<file path="src/rtl/alu_pkg.sv">
// alu_pkg: shared byte width and sequencer state encoding
package alu_pkg;
  localparam int BYTE_W = 8;
  localparam logic [1:0] ST_IDLE = 2'd0;
  localparam logic [1:0] ST_RUN = 2'd1;
  localparam logic [1:0] ST_DONE = 2'd2;
  typedef enum logic [1:0] {
    S_IDLE = ST_IDLE,
    S_RUN  = ST_RUN,
    S_DONE = ST_DONE
  } state_t;
endpackage

</file>
<file path="src/rtl/adder.sv">
// adder: 8-bit combinational adder with carry-out and signed overflow
module adder
  import alu_pkg::*;
(
  input  logic [BYTE_W-1:0] a,
  input  logic [BYTE_W-1:0] b,
  input  logic              cin,
  output logic [BYTE_W-1:0] s,
  output logic              cout,
  output logic              over
);
  // sum with carry; overflow when like-signed operands give a differently signed sum
  always_comb begin
    {cout, s} = {1'b0, a} + {1'b0, b} + {{BYTE_W{1'b0}}, cin};
    over = (a[BYTE_W-1] == b[BYTE_W-1]) & (s[BYTE_W-1] != a[BYTE_W-1]);
  end
endmodule

</file>
<file path="src/rtl/multibyte_add_seq.sv">
// multibyte_add_seq: multi-precision add/sub sequenced one byte per cycle over a shared 8-bit adder
module multibyte_add_seq
  import alu_pkg::*;
#(
  parameter int BYTES = 2
) (
  input  logic                    clk,
  input  logic                    rst,
  input  logic                    start,
  input  logic                    sub,
  input  logic                    cin,
  input  logic [BYTE_W*BYTES-1:0] a,
  input  logic [BYTE_W*BYTES-1:0] b,
  output logic                    busy,
  output logic                    done,
  output logic [BYTE_W*BYTES-1:0] result,
  output logic                    cout,
  output logic                    ovf,
  output logic                    zero
);
  localparam int W = BYTE_W * BYTES;
  localparam int IW = $clog2(BYTES) + 1;
  state_t state, state_n;
  logic [IW-1:0] idx;
  logic [W-1:0] ra, rb;
  logic carry, zacc, ac, ao, last;
  logic [BYTE_W-1:0] s;
  assign last = idx == IW'(BYTES - 1);
  assign busy = state != S_IDLE;
  assign done = state == S_DONE;
  adder u_adder (
    .a   (ra[BYTE_W*idx +: BYTE_W]),
    .b   (rb[BYTE_W*idx +: BYTE_W]),
    .cin (carry),
    .s   (s),
    .cout(ac),
    .over(ao)
  );
  // next state: accept in IDLE, run BYTES cycles, single DONE cycle
  always_comb begin
    state_n = state;
    state_n = state == S_IDLE ? (start ? S_RUN : S_IDLE) :
              state == S_RUN  ? (last ? S_DONE : S_RUN) : S_IDLE;
  end
  // state register
  always_ff @(posedge clk or posedge rst) begin
    if (rst) state <= S_IDLE;
    else state <= state_n;
  end
  // operand capture on accept, byte-serial accumulate while running
  always_ff @(posedge clk or posedge rst) begin
    if (rst) begin
      idx <= '0;
      carry <= 1'b0;
      zacc <= 1'b0;
      ra <= '0;
      rb <= '0;
      result <= '0;
      cout <= 1'b0;
      ovf <= 1'b0;
      zero <= 1'b0;
    end else if (state == S_IDLE && start) begin
      ra <= a;
      rb <= sub ? ~b : b;
      carry <= cin;
      idx <= '0;
      zacc <= 1'b1;
    end else if (state == S_RUN) begin
      result[BYTE_W*idx +: BYTE_W] <= s;
      carry <= ac;
      zacc <= zacc & (s == '0);
      idx <= idx + 1'b1;
      if (last) begin
        cout <= ac;
        ovf <= ao;
        zero <= zacc & (s == '0);
      end
    end
  end
endmodule

</file>
<file path="config.mk">
export PLATFORM = sky130hd
export DESIGN_NAME = multibyte_add_seq
export DESIGN_NICKNAME = d
export VERILOG_FILES = /design/src/rtl/alu_pkg.sv /design/src/rtl/adder.sv /design/src/rtl/multibyte_add_seq.sv
export SDC_FILE = /design/constraint.sdc
export NUM_CORES = 1
export LEC_CHECK = 0
export BUFFER_PORTS_ARGS = -buffer_cell sky130_fd_sc_hd__buf_4
export CORE_ASPECT_RATIO = 2
export CORE_MARGIN = 2
export CORE_UTILIZATION = 30
export CTS_CLUSTER_SIZE = 16
export DETAILED_ROUTE_END_ITERATION = 8
export PLACE_DENSITY = 0.51
export SYNTH_ARGS = -nofsm -noshare
export SYNTH_HDL_FRONTEND = slang
export SYNTH_SLANG_ARGS = --single-unit
</file>
<file path="constraint.sdc">
create_clock -name clk -period 4.65 [get_ports clk]
set_input_delay 0.93 -clock clk [delete_from_list [all_inputs] [get_ports clk]]
set_output_delay 0.93 -clock clk [all_outputs]
set_load 0.005 [all_outputs]
</file>
==> results.cfg <==
[clocking]
cts_hold_buf = 0
htreeDepth = 3
clk_pin_slew_ns = 0.05
cts_tree = done
cts_resized = 0
clkSinkCount = 57
numCtsBuffers = 9
cts_setup_buffers = 0
clk_latency_ns = 0.33
cts-root-buf = clkbuf_16
cts_buffer_depth = 2

[critical_path]
crit_path_end_kind = flip-flop
cpMaxStageDelayCell = dfrtp_1
cp_slowest_stage_delay_ns = 0.87
crit_path_max_fanout = 19
cp.arrival_ns = 3.34
path_cells = mux2i_1 -> nor2_1 -> fa_1 -> inv_1 -> fa_1 -> nor2b_1 -> o22ai_1 -> mux2i_1 -> o2111ai_1 -> o31ai_1
cp.required_ns = 4.89
start_kind = flip-flop
critPathKind = flip-flop to flip-flop

[die]
die_area_mm2 = 0.0107
coreArea_mm2 = 0.00964
dieWidth_um = 74.2
fp-row-count = 51
die_h_um = 144
io_pins = 58
initial_core_util = 0.307

[place]
place.gp.congestion = 0.824
dp_hpwl_mm = 5.32
post-place-ws_ns = 1.51
numPortBuffers = 57

[sta]
fin_tns_setup_ns = 0
period_share = 0.667
maxSlewViolCount = 0
hold_viol_final = 0
fin_crit_ns = 3.10
worst_clock_skew_ns = 0.00610
whs_ns = 0.483
setup_viol = 0
setup_ws_ns = 1.55
fmax_mhz = 323
rsz0062_at_grt = false
tightestPinTransition_ns = 0.948
relSlewSlack = 0.367

[global_route]
grt_pass1_wl_mm = 11.0
grt_pass1_vias = 2213
grt_max_degree = 58
globalRouteOverflowTotal = 0
track_usage = 0.142
antenna_found_initial = 0

[cells_and_area]
area_growth_pct = 28.7
diodes = 0
fin_nets = 387
fill_cells = 990
layout-drive-gt1-share = 0.298

[power_and_ir_drop]
power.leakage_nw = 1.74
vdd_drop_max_uv = 281
powerDensity_mw_per_mm2 = 824

[route]
firstDrtPassIters = 4
wl_per_cell_um = 14.4
drt_iter0_markers = 89
drcViolationCount = 0
vias_per_cell = 4.53
dr_total_vias = 2145
final_antenna_net_count = 0
totalWireLength_mm = 6.84

[logic_synthesis]
ys_types = 37
syn_area_per_cell_um2 = 10.7
synth_most_common_cell = dfrtp_1
async_flop_share = 1.00
synth_top_area_frac = 0.482
synth_area_leaders = dfrtp_1 48%, mux2_2 6.1%, mux2i_1 5.8%
ys_ff_latch = 57
yosysSeqAreaShare = 0.482
ys_warn_count = 0
synth-edff-count = 0
syn_nets = 327
ys.flop_type = dfrtp_1
synth_cells = 277
netlist_area_mm2 = 0.00296
synth.cells.most_frequent = 57 x dfrtp_1, 41 x nor2_1, 22 x a21oi_1
yosysTopAreaCell = dfrtp_1

[status]
status = finished, final reports clean

[hold_path]
min_path_type = flip-flop to flip-flop

[flow_run]
maxCapViolations = 0
[cell families after synthesis]
logic type      Yosys count  synth area share
mux                      33             0.118
fa+ha+maj                13            0.0601
simple gates             72             0.107
flops                    57             0.482
buf+inv                  20            0.0284
xor+xnor                 21            0.0622
compound gates           61             0.141
[area by class of cell]
| type | instances | area (um2) | share of cell area |
|---|---|---|---|
| Timing Repair Buffer | 60 | 450 | 0.118 |
| Multi-Input combinational cell | 200 | 1450 | 0.382 |
| Clock buffer | 13 | 260 | 0.0684 |
| Inverter | 9 | 33.8 | 0.00888 |
| Tap cell | 132 | 165 | 0.0434 |
| Clock inverter | 3 | 15.0 | 0.00395 |
| Sequential cell | 57 | 1430 | 0.375 |
[metal layers]
| layer | wire length [um] | up-vias | share of wire | GRT usage |
|---|---|---|---|---|
| met3 | 228 | 12 | 0.033 | 0.0404 |
| met1 | 2510 | 1002 | 0.37 | 0.143 |
| met2 | 3890 | 44 | 0.57 | 0.258 |
| met4 | 212 | 0 | 0.031 | 0.0689 |
| met5 | 0 | - | 0 | 0 |
| li1 | - | 1087 | - | - |
[state kept, by name, summed over array words and instances (netlist names)]
register,flops
zacc,1
idx,2
ra,16
ovf,1
rb,16
result,16
cout,1
carry,1
zero,1
state,2
[per-stage QoR]
| stage | total power, mW | util | instances | cell area (um2) |
|---|---|---|---|---|
| 3_5_place_dp | 2.57 | 0.366 | 458 | 3530 |
| 4_1_cts | 3.18 | 0.395 | 474 | 3800 |
| 6_report | 3.13 | 0.395 | 474 | 3800 |
| 2_1_floorplan | 2.08 | - | 277 | 2960 |
| 3_3_place_gp | 2.53 | 0.366 | 458 | 3530 |
| 5_1_grt | 3.39 | 0.395 | 474 | 3800 |
[where the power goes]
part / switching, mW / total (mW) / internal, mW
clock network: 0.214 / 0.600 / 0.385
logic: 0.932 / 1.66 / 0.728
registers: 0.170 / 0.875 / 0.705
total: 1.32 / 3.13 / 1.82
[cell usage in the layout (no fill, tap or decap), types with 2 or more instances in the layout]
| cell type | count |
|---|---|
| nand4_1 | 2 |
| mux2_2 | 16 |
| dfrtp_1 | 57 |
| a22o_1 | 9 |
| xnor2_1 | 19 |
| o211ai_1 | 2 |
| clkbuf_1 | 2 |
| inv_1 | 8 |
| o21ai_0 | 13 |
| o31ai_1 | 3 |
| nor2b_1 | 2 |
| mux2i_1 | 17 |
| nor2_1 | 40 |
| ha_1 | 11 |
| xor2_1 | 2 |
| a211oi_2 | 2 |
| nor3_1 | 2 |
| or2_2 | 2 |
| fa_1 | 2 |
| nand2_1 | 17 |
| o22ai_1 | 2 |
| clkbuf_8 | 2 |
| clkbuf_16 | 9 |
| a21oi_1 | 22 |
| buf_4 | 60 |
| clkinv_2 | 3 |
[final timing paths]
| kind | from | end | slack, ns | depth (start not counted) |
|---|---|---|---|---|
| max | idx[0]$_DFFE_PP0P_ | zacc$_DFFE_PP0P_ | 1.55 | 10 |
| min | result[5]$_DFFE_PP0P_ | result[5]$_DFFE_PP0P_ | 0.48 | 2 |
| max reg2reg | idx[0]$_DFFE_PP0P_ | zacc$_DFFE_PP0P_ | 1.55 | 10 |
| min reg2reg | result[5]$_DFFE_PP0P_ | result[5]$_DFFE_PP0P_ | 0.48 | 2 |
| max in group asynchronous | rst | rb[4]$_DFFE_PP0P_ | 3.35 | 3 |
| min in group asynchronous | rst | ra[10]$_DFFE_PP0P_ | 0.81 | 3 |
[worst max-delay path, delay by kind of cell (launching register included)]
kind / cells / cell delay, ns
AOI/OAI and AO/OA: 3 / 0.67
and+or+nand+nor: 2 / 0.16
DFF: 1 / 0.87
muxes: 2 / 0.50
buffers and inverters: 1 / 0.10
adders and majority gates: 2 / 0.69
Power figures use the tool's default switching activity.
